File: config.mk
export PLATFORM = sky130hd
export DESIGN_NAME = adc_frame_packer
export DESIGN_NICKNAME = d
export VERILOG_FILES = /design/src/rtl/adc_frame_packer.sv
export SDC_FILE = /design/constraint.sdc
export NUM_CORES = 1
export LEC_CHECK = 0
export ABC_AREA = 1
export ABC_CLOCK_PERIOD_IN_PS = 4660
export CAP_MARGIN = 20
export CORE_MARGIN = 2
export CORE_UTILIZATION = 30
export DETAILED_ROUTE_END_ITERATION = 7
export PLACE_DENSITY_LB_ADDON = 0.3
export SYNTH_ARGS = -nofsm -noshare
export SYNTH_HDL_FRONTEND = slang
export SYNTH_SLANG_ARGS = --single-unit
export TNS_END_PERCENT = 1
File: constraint.sdc
create_clock -name clk -period 4.66 [get_ports clk]
set_input_delay 0.932 -clock clk [delete_from_list [all_inputs] [get_ports clk]]
set_output_delay 0.932 -clock clk [all_outputs]
set_load 0.005 [all_outputs]
File: src/rtl/adc_frame_packer.sv
// adc_frame_packer: buffers ADC samples in a small FIFO and packs each frame into
// a byte stream: A5 5A seq {hi lo}*N csum, with csum inverted on a truncated frame.
module adc_frame_packer #(
    parameter int DATA_WIDTH    = 12,
    parameter int FRAME_SAMPLES = 1024,
    parameter int FIFO_DEPTH    = 16
) (
    input  logic                  clk,
    input  logic                  rst_n,
    input  logic [DATA_WIDTH-1:0] s_data,
    input  logic                  s_valid,
    input  logic                  s_first,
    output logic                  s_ready,
    output logic [7:0]            m_data,
    output logic                  m_valid,
    input  logic                  m_ready,
    output logic                  m_last,
    output logic                  overflow,
    output logic                  trunc_err
);
    localparam int AW = $clog2(FIFO_DEPTH);
    localparam int CW = $clog2(FRAME_SAMPLES) + 1;
    localparam int EW = DATA_WIDTH + 1;

    typedef enum logic [2:0] {IDLE, HDR0, HDR1, SEQ, DATA_HI, DATA_LO, CSUM} state_t;

    logic [EW-1:0] mem_q [FIFO_DEPTH];
    logic [AW-1:0] wr_ptr_q, rd_ptr_q;
    logic [AW:0]   count_q, count_d;
    logic          s_ready_q, overflow_q;

    state_t        state_q;
    logic [7:0]    seq_q, csum_q, m_data_q;
    logic [CW-1:0] cnt_q;
    logic          trunc_q, m_valid_q, m_last_q, trunc_err_q;

    logic          empty, full, wr, pop, can_load, emit, trunc_now, head_first, out_last;
    logic [15:0]   head16;
    logic [7:0]    out_byte;

    always_comb begin
        empty      = count_q == '0;
        full       = count_q == (AW+1)'(FIFO_DEPTH);
        wr         = s_valid && !full;
        head_first = mem_q[rd_ptr_q][DATA_WIDTH];
        head16     = 16'(mem_q[rd_ptr_q][DATA_WIDTH-1:0]);
        can_load   = !m_valid_q || m_ready;
        trunc_now  = state_q == DATA_HI && !empty && cnt_q != '0 && head_first;
        emit       = can_load && state_q != IDLE && !(state_q == DATA_HI && (empty || trunc_now));
        out_last   = state_q == CSUM;
        out_byte   = state_q == HDR0    ? 8'hA5 :
                     state_q == HDR1    ? 8'h5A :
                     state_q == SEQ     ? seq_q :
                     state_q == DATA_HI ? head16[15:8] :
                     state_q == DATA_LO ? head16[7:0] :
                     trunc_q            ? ~csum_q : csum_q;
        pop        = (state_q == IDLE && !empty && !head_first) || (state_q == DATA_LO && emit);
        count_d    = count_q + (AW+1)'(wr) - (AW+1)'(pop);
    end

    // s_ready leaves one spare entry for a conversion already in flight
    always_ff @(posedge clk) begin
        if (!rst_n) begin
            wr_ptr_q   <= '0;
            rd_ptr_q   <= '0;
            count_q    <= '0;
            s_ready_q  <= 1'b0;
            overflow_q <= 1'b0;
        end else begin
            if (wr) begin
                mem_q[wr_ptr_q] <= {s_first, s_data};
                wr_ptr_q        <= wr_ptr_q + 1'b1;
            end
            if (pop) rd_ptr_q <= rd_ptr_q + 1'b1;
            count_q    <= count_d;
            s_ready_q  <= count_d <= (AW+1)'(FIFO_DEPTH - 2);
            overflow_q <= overflow_q || (s_valid && full);
        end
    end

    always_ff @(posedge clk) begin
        if (!rst_n) begin
            state_q     <= IDLE;
            seq_q       <= '0;
            csum_q      <= '0;
            cnt_q       <= '0;
            trunc_q     <= 1'b0;
            m_data_q    <= '0;
            m_valid_q   <= 1'b0;
            m_last_q    <= 1'b0;
            trunc_err_q <= 1'b0;
        end else begin
            if (emit) begin
                m_data_q  <= out_byte;
                m_valid_q <= 1'b1;
                m_last_q  <= out_last;
            end else if (m_ready) begin
                m_valid_q <= 1'b0;
            end
            case (state_q)
                IDLE:    if (!empty && head_first) state_q <= HDR0;
                HDR0:    if (emit) state_q <= HDR1;
                HDR1:    if (emit) state_q <= SEQ;
                SEQ: if (emit) begin
                    csum_q  <= seq_q;
                    cnt_q   <= '0;
                    state_q <= DATA_HI;
                end
                // a new first sample mid-frame closes this frame and stays at head
                DATA_HI: if (trunc_now) begin
                    trunc_q <= 1'b1;
                    state_q <= CSUM;
                end else if (emit) begin
                    csum_q  <= csum_q + out_byte;
                    state_q <= DATA_LO;
                end
                DATA_LO: if (emit) begin
                    csum_q  <= csum_q + out_byte;
                    cnt_q   <= cnt_q + 1'b1;
                    state_q <= cnt_q == CW'(FRAME_SAMPLES - 1) ? CSUM : DATA_HI;
                end
                CSUM: if (emit) begin
                    trunc_err_q <= trunc_err_q || trunc_q;
                    trunc_q     <= 1'b0;
                    seq_q       <= seq_q + 8'd1;
                    state_q     <= IDLE;
                end
                default: state_q <= IDLE;
            endcase
        end
    end

    assign s_ready   = s_ready_q;
    assign m_data    = m_data_q;
    assign m_valid   = m_valid_q;
    assign m_last    = m_last_q;
    assign overflow  = overflow_q;
    assign trunc_err = trunc_err_q;
endmodule
# Word level (Yosys, flattened, before mapping)

Memory sizes are Yosys's and may differ from the RTL's. A register that Yosys moved wholly into a read port is not among the register bits.
Index checks and enable logic that the tools add are counted.

Flip-flop bits (word level): 57
RAM bits: 208
Output and inout port bits: 13
Word-level logic and storage cells: 109
Memories kept: 1

Memory list:

| name  | words | bits a word | read ports | clocked after memory_dff | wr ports | RTL line | RTL |
|---|---|---|---|---|---|---|---|
| mem_q | 16    | 13          | 1          | 1                        | 1        | 27       | `logic [EW-1:0] mem_q [FIFO_DEPTH];` |

Add/sub/neg operators: 7
$lt $le $gt $ge: 1
Eq/ne operators: 17
Multiplexer cells: 33
Bitwise gates (word level): 1
Reductions and logical operators: 35

Operator list:

| cell                  | count |
|---|---|
| $mux 8                | 9 |
| $mux 3                | 8 |
| $pmux 8 s3            | 1 |
| $mux 11               | 2 |
| $pmux 11 s2           | 1 |
| $pmux 3 s7            | 1 |
| $ne 2x2->1 const B    | 7 |
| $logic_and 1x1->1     | 12 |
| $add 11x1->11 const B | 1 |
| $eq 11x10->1 const B  | 1 |
| $reduce_bool 11->1    | 1 |
| $eq 3x3->1 const B    | 3 |
| $reduce_and 3->1      | 3 |
| $add 4x1->4 const B   | 2 |
| $add 8x1->8 const B   | 1 |
| $add 8x8->8           | 1 |
| $mux 4                | 2 |
| $not 8->8             | 1 |
| $mux 1                | 7 |
| $reduce_and 7->1      | 1 |
| $eq 3x2->1 const B    | 2 |
| $reduce_bool 2->1     | 3 |
| $reduce_bool 3->1     | 2 |
| $add 5x1->5           | 1 |
| 13 further kinds      | 21 |

# Depth between registers and ports, before layout

Gate-level depths: netlist (run 1).

Depth in word-level cells: 13
Mapped depth: 25
Gate-level depth less buffers: 24

# Least setup slack after synthesis (run 1)

OpenSTA, ideal clock, no wires.

Kind: register to register
From: reg (tool-made name)
To: reg csum_q[6]
Arrival time: 2.891 ns
Slack: 1.648 ns
Stages on the path, launching flop included: 26
Buffers on the path: 4
Period minus slack after synthesis: 3.012 ns
Cell sequence: dfxtp_1 buf_6 inv_2 buf_6 buf_6 buf_4 nor2_1 o221ai_1 o211ai_1 nand2_1 nand2_1 nand3_1 nand3_1 nand2_1 ha_1 inv_1 fa_1 nor2_1 nor2_1 o21bai_1 a21oi_1 nor2_1 nor2_1 xor2_1 o21ai_0 a21oi_1

RTL lines:

| item                   | RTL line | RTL |
|---|---|---|
| end signal: assignment | 105      | `csum_q <= seq_q;` |
| end signal: assignment | 114      | `csum_q <= csum_q + out_byte;` |
| end signal: assignment | 118      | `csum_q <= csum_q + out_byte;` |
| end: declaration       | 33       | `logic [7:0] seq_q, csum_q, m_data_q;` |

# Worst setup path after layout (run 1)

From: reg state_q[0]
To: reg csum_q[7]

RTL lines:

| item                     | RTL line | RTL |
|---|---|---|
| start: declaration       | 32       | `state_t state_q;` |
| start signal: assignment | 120      | `state_q <= cnt_q == CW'(FRAME_SAMPLES - 1) ? CSUM : DATA_HI;` |
| $eq 3x3->1               | 55       | `state_q == DATA_LO ? head16[7:0] :` |
| $mux 8                   | 55       |  |
| $mux 8                   | 54       | `state_q == DATA_HI ? head16[15:8] :` |
| $mux 8                   | 53       | `state_q == SEQ ? seq_q :` |
| $mux 8                   | 52       | `state_q == HDR1 ? 8'h5A :` |
| $mux 8 *                 | 51       | `out_byte = state_q == HDR0 ? 8'hA5 :` |
| net out_byte[4]          | 39       | `logic [7:0] out_byte;` |
| $add 8x8->8 *            | 114, 118 |  |
| $mux 8 *                 | 113, 117 |  |
| $mux 8                   | 110      | `DATA_HI: if (trunc_now) begin` |
| $pmux 8 s3 *             | 100      | `case (state_q)` |

Mark *: on every way through the listed nets, which the timed path passes. The rest lies on a longest branch. The select of a mux whose other input is x is not followed.
A chain may end at the register's enable or synchronous reset.

==> results.cfg, run 1 <==
[worst_setup_path]
critPathArrivalTime_ns = 4.22
critPathLaunch = state_q[0]
cp_slowest_cell = inv_1
worstSetupStartpointType = register
reg2reg_from = state_q[0]
required_ns = 5.09
crit_fanout = 13
path_delay_family = simple AND/OR/NAND/NOR gates
end_kind = register
crit_type = register to register
crit_path_max_incr_delay_ns = 0.56
path_common_cell = nand2_1
crit_path_cell_trace = inv_1 -> nor2_1 -> nand2_1 -> inv_1 -> nand3_1 -> o211ai_1 -> nand2_1 -> nand2_1 -> inv_1 -> ha_1 -> a21oi_1 -> o211ai_1 -> xor2_1 -> inv_1 -> nand2_1 -> nand3_1 -> nand2_1 -> a21oi_1
critPathBufInv = 4

[place]
port_buffers = 29
dp.cells = 1610
place_congestion = 0.870
hpwl_um = 17400

[global_routing]
grt_max_degree = 107
grt_pass1_wl_um = 46700
grt_pass1_vias = 7929
track_usage = 0.148
antenna_found_initial = 1
grt-ovfl-total = 0

[detailed_routing]
drc = 0
drt-total-wl_um = 30000
vias = 8199
wl_per_cell_um = 18.1
vias_per_cell = 4.93
ant_nets = 0
drtIter0Drc = 680
dr.pass1.iters = 5

[floorplan]
rows = 72
fp.dieW_um = 201
initial_core_util = 0.303
ioPinCount = 30
die_h_um = 201
core_area_sq_um = 38600
die-area_sq_um = 40500

[cts]
post_cts_buffers = 0
holdBufCountCts = 0
cts-resized-gates = 0
cts_tree = yes
cts.sinks = 269
clkSlewWorstSetupHoldPaths_ns = 0.06
clock_latency_ns = 0.56
clockBufferDepth = 3
cts_root_buf = clkbuf_16
htreeDepth = 1
cts-buffers-inserted = 28

[logic_synthesis]
seq_area_frac_synth = 0.640
syn_nets = 1128
synthCells = 1089
synthArstFlopShare = 0
synth_area_sq_um = 11700
synthFlopType = edfxtp_1
synth_edf_count = 208
syn_avg_cell_area_sq_um = 10.7
yosysUniqueCellTypes = 45
yosys_warnings = 0
ys_ff_latch = 269

[layout]
layout_common_cells = 208 x edfxtp_1, 160 x nor2_1, 125 x o21ai_0
area_growth_pct = 15.4
fillerInstances = 3878
drive_above_1_share = 0.0884
nets = 1161
layout_commonest_cell = edfxtp_1
post-route-util = 0.349
instances_no_fill = 1662

[hold_path]
min_path_type = register to register
hp-start = m_last

[sta]
rsz0062_at_grt = false
finalClockSkew_ns = 0.0129
finalSetupTns_ns = 0
final_hold_viol_count = 0
clock.fmax_ghz = 0.264
worst_pin_slew_ns = 0.687
max_slew_margin = 0.542
finalSetupViolCount = 0
drv_slew = 0
holdWs_ns = 0.464
min_period_ns = 3.79
finalCritPeriodShare = 0.813

[power]
p_leak_uw = 0.00464
powerDensity_nw_per_um2 = 495
power.total_uw = 6670
peakVddDrop_v = 0.000286

[run_status]
status = complete, no violations

[job]
drv_cap = 0
## final timing paths
kind,end,slack (ns),depth (start not counted)
worst min-delay path,m_last,0.46,2
worst max register to register,csum_q[7],0.87,18
worst max-delay path,csum_q[7],0.87,18
worst min register to register,m_last,0.46,2
## worst reg2reg max path, stage by stage, from the launching register on
cell      delay [ns]
dfxtp_1         0.40
inv_1           0.18
nor2_1          0.19
nand2_1         0.20
inv_1           0.56
nand3_1         0.36
o211ai_1        0.22
nand2_1         0.08
nand2_1         0.10
inv_1           0.06
ha_1            0.37
a21oi_1         0.09
o211ai_1        0.32
xor2_1          0.23
inv_1           0.07
nand2_1         0.07
nand3_1         0.06
nand2_1         0.06
a21oi_1         0.05
## metal layers
| layer | GRT usage | part of all wire | vias up |
|---|---|---|---|
| met5 | 0 | 0 | - |
| met4 | 0.0554 | 0.027 | 0 |
| met3 | 0.0180 | 0.051 | 42 |
| met2 | 0.238 | 0.47 | 218 |
| met1 | 0.205 | 0.45 | 3994 |
| li1 | - | - | 3945 |
## logic make-up (layout without fill, tap and decap cells)
family | count (synthesis) | after routing | share of synthesized area
buffers and inverters | 135 | 189 | 0.0523
flip-flops | 269 | 269 | 0.640
other | 0 | 1 | 0
AO/OA/AOI/OAI | 259 | 259 | 0.131
XOR/XNOR | 14 | 14 | 0.0105
AND/OR/NAND/NOR | 390 | 390 | 0.142
adder cells (fa/ha/maj) | 22 | 22 | 0.0249
## state kept, by name, indices dropped and copies added, names as in the netlist, named ones only
name and count:
m_last 1, cnt_q 11, rd_ptr_q 4, trunc_q 1
count_q 5, overflow 1, trunc_err 1, m_data 8
seq_q 8, m_valid 1, state_q 3, wr_ptr_q 4
mem_q 208, s_ready 1, csum_q 8
## report_power, final
part	internal (uW)	switching (uW)	total [uW]	leakage, uW
combinational	564	1140	1710	0.00183
sequential	2700	79.4	2780	0.00237
clock	1250	927	2180	0.000440
total	4520	2150	6670	0.00464
## synthesized netlist by cell type, types with 4 or more instances
master	n	area, sq um
nand2_1	121	454
nor3_1	16	80.1
xor2_1	12	105
o211ai_1	19	143
a21oi_1	50	250
inv_1	71	267
edfxtp_1	208	6250
ha_1	20	250
inv_2	9	33.8
a31oi_1	4	25.0
dfxtp_1	61	1220
buf_6	8	90.1
nand3_1	64	320
buf_2	16	80.1
buf_4	6	45.0
clkbuf_1	21	78.8
o21ai_1	10	50.1
nor2_1	160	601
o221ai_1	32	280
nand2_2	4	25.0
o22ai_1	6	37.5
nand4_1	12	75.1
o21ai_0	125	626
## final cells by class
cell class	count	area, sq um	area share
diodes	1	2.50	0.000186
clock buffers	37	754	0.0560
clock inverters	14	135	0.0100
inverters	83	312	0.0231
multi-input cells	685	3630	0.270
flip-flops and latches	269	7470	0.555
well taps	518	648	0.0481
repair buffers	55	510	0.0379
## through the flow
stage                     worst slack, ns  area, sq um
final                               0.870        13500
after global routing                0.536        13500
after CTS                           0.867        13500
after detailed placement            0.934        12600
after global placement              0.938        12600
after floorplan                      1.65        11700
Note: power is estimated with default switching activity, not from simulation.
==> inputs of run 2 (changes only) <==
--- a/config.mk
+++ b/config.mk
@@ -6,7 +6,7 @@
 export NUM_CORES = 1
 export LEC_CHECK = 0
 export ABC_AREA = 1
-export ABC_CLOCK_PERIOD_IN_PS = 4660
+export ABC_CLOCK_PERIOD_IN_PS = 3200
 export CAP_MARGIN = 20
 export CORE_MARGIN = 2
 export CORE_UTILIZATION = 30
==> constraint.sdc (replaced) <==
create_clock -name clk -period 3.2 [get_ports clk]
set_input_delay 0.64 -clock clk [delete_from_list [all_inputs] [get_ports clk]]
set_output_delay 0.64 -clock clk [all_outputs]
set_load 0.005 [all_outputs]
==> run 2 against run 1 <==
  * First-iteration DRC count grew 7.2%
  * Sequential cell count unchanged
  * Combinational power increased by 97%
==> results.cfg, run 2 (synthesized netlist as in run 1, its figures left out) <==
[detailed_routing]
drc = 0
drt-total-wl_um = 31700
ant_nets = 0
vias_per_cell = 4.93
dr.pass1.iters = 6
vias = 8524
drtIter0Drc = 729
wl_per_cell_um = 18.4

[layout]
instances_no_fill = 1728
largest-register = mem_q
antenna_cells = 0
multi_input_area_sq_um = 3880
post-route-util = 0.376
ff_latch_area_sq_um = 7470
nets = 1227
layout_common_cells = 208 x edfxtp_1, 153 x nor2_1, 114 x o21ai_0
reg_top3 = mem_q x208, cnt_q x11
layout_commonest_cell = edfxtp_1
drive_above_1_share = 0.175
fillerInstances = 3796
largest_reg_flops = 208
area_growth_pct = 24.3

[cts]
clockBufferDepth = 3
cts.sinks = 269
htreeDepth = 1
cts_root_buf = clkbuf_16
cts_tree = yes
clkSlewWorstSetupHoldPaths_ns = 0.06
clock_latency_ns = 0.57
cts-buffers-inserted = 29

[job]
drv_cap = 0

[power]
powerDensity_nw_per_um2 = 728
peakVddDrop_v = 0.000515
p_leak_uw = 0.00508

[place]
port_buffers = 29
hpwl_um = 18700
place_congestion = 0.817
dp_worst_setup_slack_ns = 0.0109
dp.cells = 1653

[worst_setup_path]
worstSetupStartpointType = register
end_kind = register
required_ns = 3.63
critPathArrivalTime_ns = 3.57
crit_type = register to register
crit_fanout = 8

[sta]
holdWs_ns = 0.465
drv_slew = 0
finalCritPeriodShare = 0.983
worst_pin_slew_ns = 0.612
final_hold_viol_count = 0
rsz0062_at_grt = true
finalClockSkew_ns = 0.0203
min_period_ns = 3.15
clock.fmax_ghz = 0.318
finalSetupViolCount = 0
max_slew_margin = 0.590
postLayoutSetupSlackWorst_ns = 0.0545
finalSetupTns_ns = 0

[floorplan]
die-area_sq_um = 40500
initial_core_util = 0.303
die_h_um = 201
rows = 72
core_area_sq_um = 38600
ioPinCount = 30
fp.dieW_um = 201

[global_routing]
grt_max_degree = 77
grt-ovfl-total = 0
track_usage = 0.148
antenna_found_initial = 0
grt_pass1_vias = 8134
grt_pass1_wl_um = 46900

[hold_path]
min_path_type = register to register

[run_status]
status = complete, no violations
run 2: cell count changes in the layout (fill, tap and decap cells not counted), sizes merged:
cell,delta
inv,-1
bufinv,-2
diode,-1
buf,+57
clkbuf,+13
run 2: metal layers:
layer / part of all wire / global-route usage / up-vias
li1: - / - / 4087
met1: 0.45 / 0.196 / 4198
met2: 0.49 / 0.254 / 212
met3: 0.048 / 0.0209 / 27
met4: 0.013 / 0.0383 / 0
met5: 0 / 0 / -
run 2: final cells by class:
class / count / area share
Sequential cell: 269 / 0.515
Clock buffer: 42 / 0.0554
Inverter: 83 / 0.0225
Multi-Input combinational cell: 685 / 0.267
Tap cell: 518 / 0.0447
Timing Repair Buffer: 120 / 0.0904
Clock inverter: 11 / 0.00466
run 2: where the power goes:
part           total (uW)  internal, uW  switching (uW)
clock network        3100          1740            1350
logic                3370          1440            1940
registers            4090          3940             152
total               10600          7120            3440
run 2: timing repair:
item	4_1_cts	5_1_grt
gates cloned	0	10
resized for setup	1	75
endpoints found under the setup margin	1	6
buffers inserted	0	12
hold buffers	0	0
pin swaps	0	39
run 2: path summary, 6_finish.rpt:
| path | from | end | slack [ns] | cells after the start |
|---|---|---|---|---|
| worst max register to register | register | csum_q[6] | 0.05 | 20 |
| worst min register to register | m_last | m_last | 0.47 | 2 |
| worst min-delay path | m_last | m_last | 0.47 | 2 |
| worst max-delay path | register | csum_q[6] | 0.05 | 20 |
run 2: stage by stage:
stage / instance area (sq um) / total power (uW)
detailed placement: 13000 / 6910
global route: 14500 / 11200
global placement: 13000 / 6880
floorplan: 11700 / 5950
CTS: 13900 / 10000
finish: 14500 / 10600
run 2: worst max-delay path: stages (launching register included):
cell and delay [ns]:
dfxtp_4 0.46, clkinv_8 0.12, buf_12 0.17, buf_4 0.14, o21ai_0 0.15, o22ai_1 0.09
o211ai_1 0.28, nand3_2 0.18, nand3_2 0.12, nand2_1 0.07, nand2_2 0.08, inv_1 0.05
ha_1 0.29, inv_1 0.07, o21bai_1 0.17, a21oi_1 0.09, nor2_1 0.10, nor2_1 0.05
xor2_1 0.13, o21ai_1 0.13, a21oi_1 0.07
==> inputs of run 3 (changes only) <==
--- a/config.mk
+++ b/config.mk
@@ -11,7 +11,6 @@
 export CORE_MARGIN = 2
 export CORE_UTILIZATION = 30
 export DETAILED_ROUTE_END_ITERATION = 7
-export PLACE_DENSITY_LB_ADDON = 0.3
 export SYNTH_ARGS = -nofsm -noshare
 export SYNTH_HDL_FRONTEND = slang
 export SYNTH_SLANG_ARGS = --single-unit
==> run 3 against run 2 <==
  * Sequential share of layout area grew 1.5 points
  * Register-to-register slack improved by 0.06 ns
  * Routed wire length is 4.1% lower
  * Non-clock buffer count is 16 lower
  * Sequential power barely moved
  * Combinational power shrank 12%
  * Global-route usage fell by 0.27 points
  * Worst setup slack gained 0.056 ns
  * Largest power group unchanged
  * Via count fell by 1.1%
==> results.cfg, run 3 (synthesized netlist as in run 1, its figures left out) <==
[hold_path]
min_path_type = register to register
hp-start = m_last

[place]
place_congestion = 0.814
dp.cells = 1651
hpwl_um = 18300
dp_worst_setup_slack_ns = -0.0500
port_buffers = 29

[cts]
cts_tree = yes
clkSlewWorstSetupHoldPaths_ns = 0.06
cts.sinks = 269
cts_root_buf = clkbuf_16
htreeDepth = 1
clockBufferDepth = 3
cts-buffers-inserted = 26
holdBufCountCts = 0
clock_latency_ns = 0.54

[layout]
layout_commonest_cell = edfxtp_1
reg_top3 = mem_q x208, cnt_q x11
nets = 1208
largest_reg_flops = 208
drive_above_1_share = 0.140
largest-register = mem_q
area_growth_pct = 20.7
layout_common_cells = 208 x edfxtp_1, 159 x nor2_1, 123 x o21ai_0
instances_no_fill = 1708

[detailed_routing]
drtIter0Drc = 890
vias = 8429
vias_per_cell = 4.94
wl_per_cell_um = 17.8
ant_nets = 0
drc = 0
drt-total-wl_um = 30500
dr.pass1.iters = 5

[worst_setup_path]
crit_fanout = 12
crit_type = register to register
end_kind = register
critPathArrivalTime_ns = 3.49
required_ns = 3.60
worstSetupStartpointType = register

[sta]
finalClockSkew_ns = 0.0155
max_slew_margin = 0.593
clock.fmax_ghz = 0.324
finalCritPeriodShare = 0.966
final_hold_viol_count = 0
worst_pin_slew_ns = 0.609
drv_slew = 0
postLayoutSetupSlackWorst_ns = 0.110
finalSetupViolCount = 0
rsz0062_at_grt = true
min_period_ns = 3.09

[global_routing]
track_usage = 0.145
grt_pass1_wl_um = 46500
antenna_found_initial = 2
grt-ovfl-total = 0
grt_pass1_vias = 8198
grt_max_degree = 48

[floorplan]
core_area_sq_um = 38600
rows = 72
ioPinCount = 30
die-area_sq_um = 40500
initial_core_util = 0.303
fp.dieW_um = 201
die_h_um = 201

[job]
drv_cap = 0

[power]
powerDensity_nw_per_um2 = 721
p_leak_uw = 0.00493
peakVddDrop_v = 0.000425

[run_status]
status = complete, no violations
## run 3: changes by cell type in the layout (fill, tap and decap cells not counted), moves of 5 or more
cell / delta
buf_12: -5
buf_4: -5
clkbuf_1: -8
clkbuf_16: -7
clkinvlp_4: +5
ha_4: -5
inv_1: +5
nand2_1: +5
nand2_2: -5
nor2_1: +6
o21ai_0: +9
o21ai_1: -7
## run 3: worst paths after layout
kind                to  slack [ns]  depth (start not counted)
max reg2reg  csum_q[6]        0.11                         20
min reg2reg     m_last        0.47                          2
max          csum_q[6]        0.11                         20
min             m_last        0.47                          2
## run 3: area by class of cell
type	instances	area [sq um]
Antenna cell	1	2.50
Clock buffer	28	658
Clock inverter	20	215
Fill cell	3803	24500
Inverter	83	322
Multi-Input combinational cell	685	3710
Sequential cell	269	7470
Tap cell	518	648
Timing Repair Buffer	104	1060
## run 3: through the flow
step | hold slack [ns] | setup TNS (ns) | power (uW) | instance area, sq um | utilization
after global placement | 0.456 | 0 | 6800 | 12900 | 0.335
after global routing | 0.490 | -0.539 | 10800 | 14100 | 0.365
after CTS | 0.473 | 0 | 10000 | 13800 | 0.359
after floorplan | 0.444 | 0 | 5950 | 11700 | -
after detailed placement | 0.458 | -0.0500 | 6840 | 12900 | 0.335
final | 0.468 | 0 | 10200 | 14100 | 0.365
## run 3: layer usage
layer | part of all wire | up-vias | global-route usage | wire [um]
met3 | 0.048 | 46 | 0.0196 | 1450
met1 | 0.44 | 4117 | 0.191 | 13400
li1 | - | 4047 | - | -
met5 | 0.00036 | - | 0 | 11
met2 | 0.49 | 217 | 0.247 | 14800
met4 | 0.025 | 2 | 0.0470 | 772
## run 3: timing repair
item,CTS,global route
buffers inserted,0,3
setup endpoints to repair,1,6
gates cloned,1,4
pin swaps,0,7
resized for setup,2,30
## run 3: power by group
part,internal [uW],switching [uW]
Clock,1810,1300
Sequential,3940,136
Combinational,1190,1790
## run 3: worst max-delay path, stage by stage, from the launching register on
cell,delay [ns]
dfxtp_4,0.39
inv_6,0.14
buf_4,0.17
nor2_1,0.05
o221ai_1,0.20
nand3_1,0.11
nand3_1,0.19
nand3_2,0.11
nand2_1,0.08
ha_2,0.18
inv_1,0.06
fa_2,0.34
nor2_2,0.13
nor2_1,0.06
o21bai_1,0.20
a21oi_1,0.10
nor2_1,0.09
nor2_1,0.05
xor2_1,0.13
o21ai_1,0.12
a21oi_1,0.07
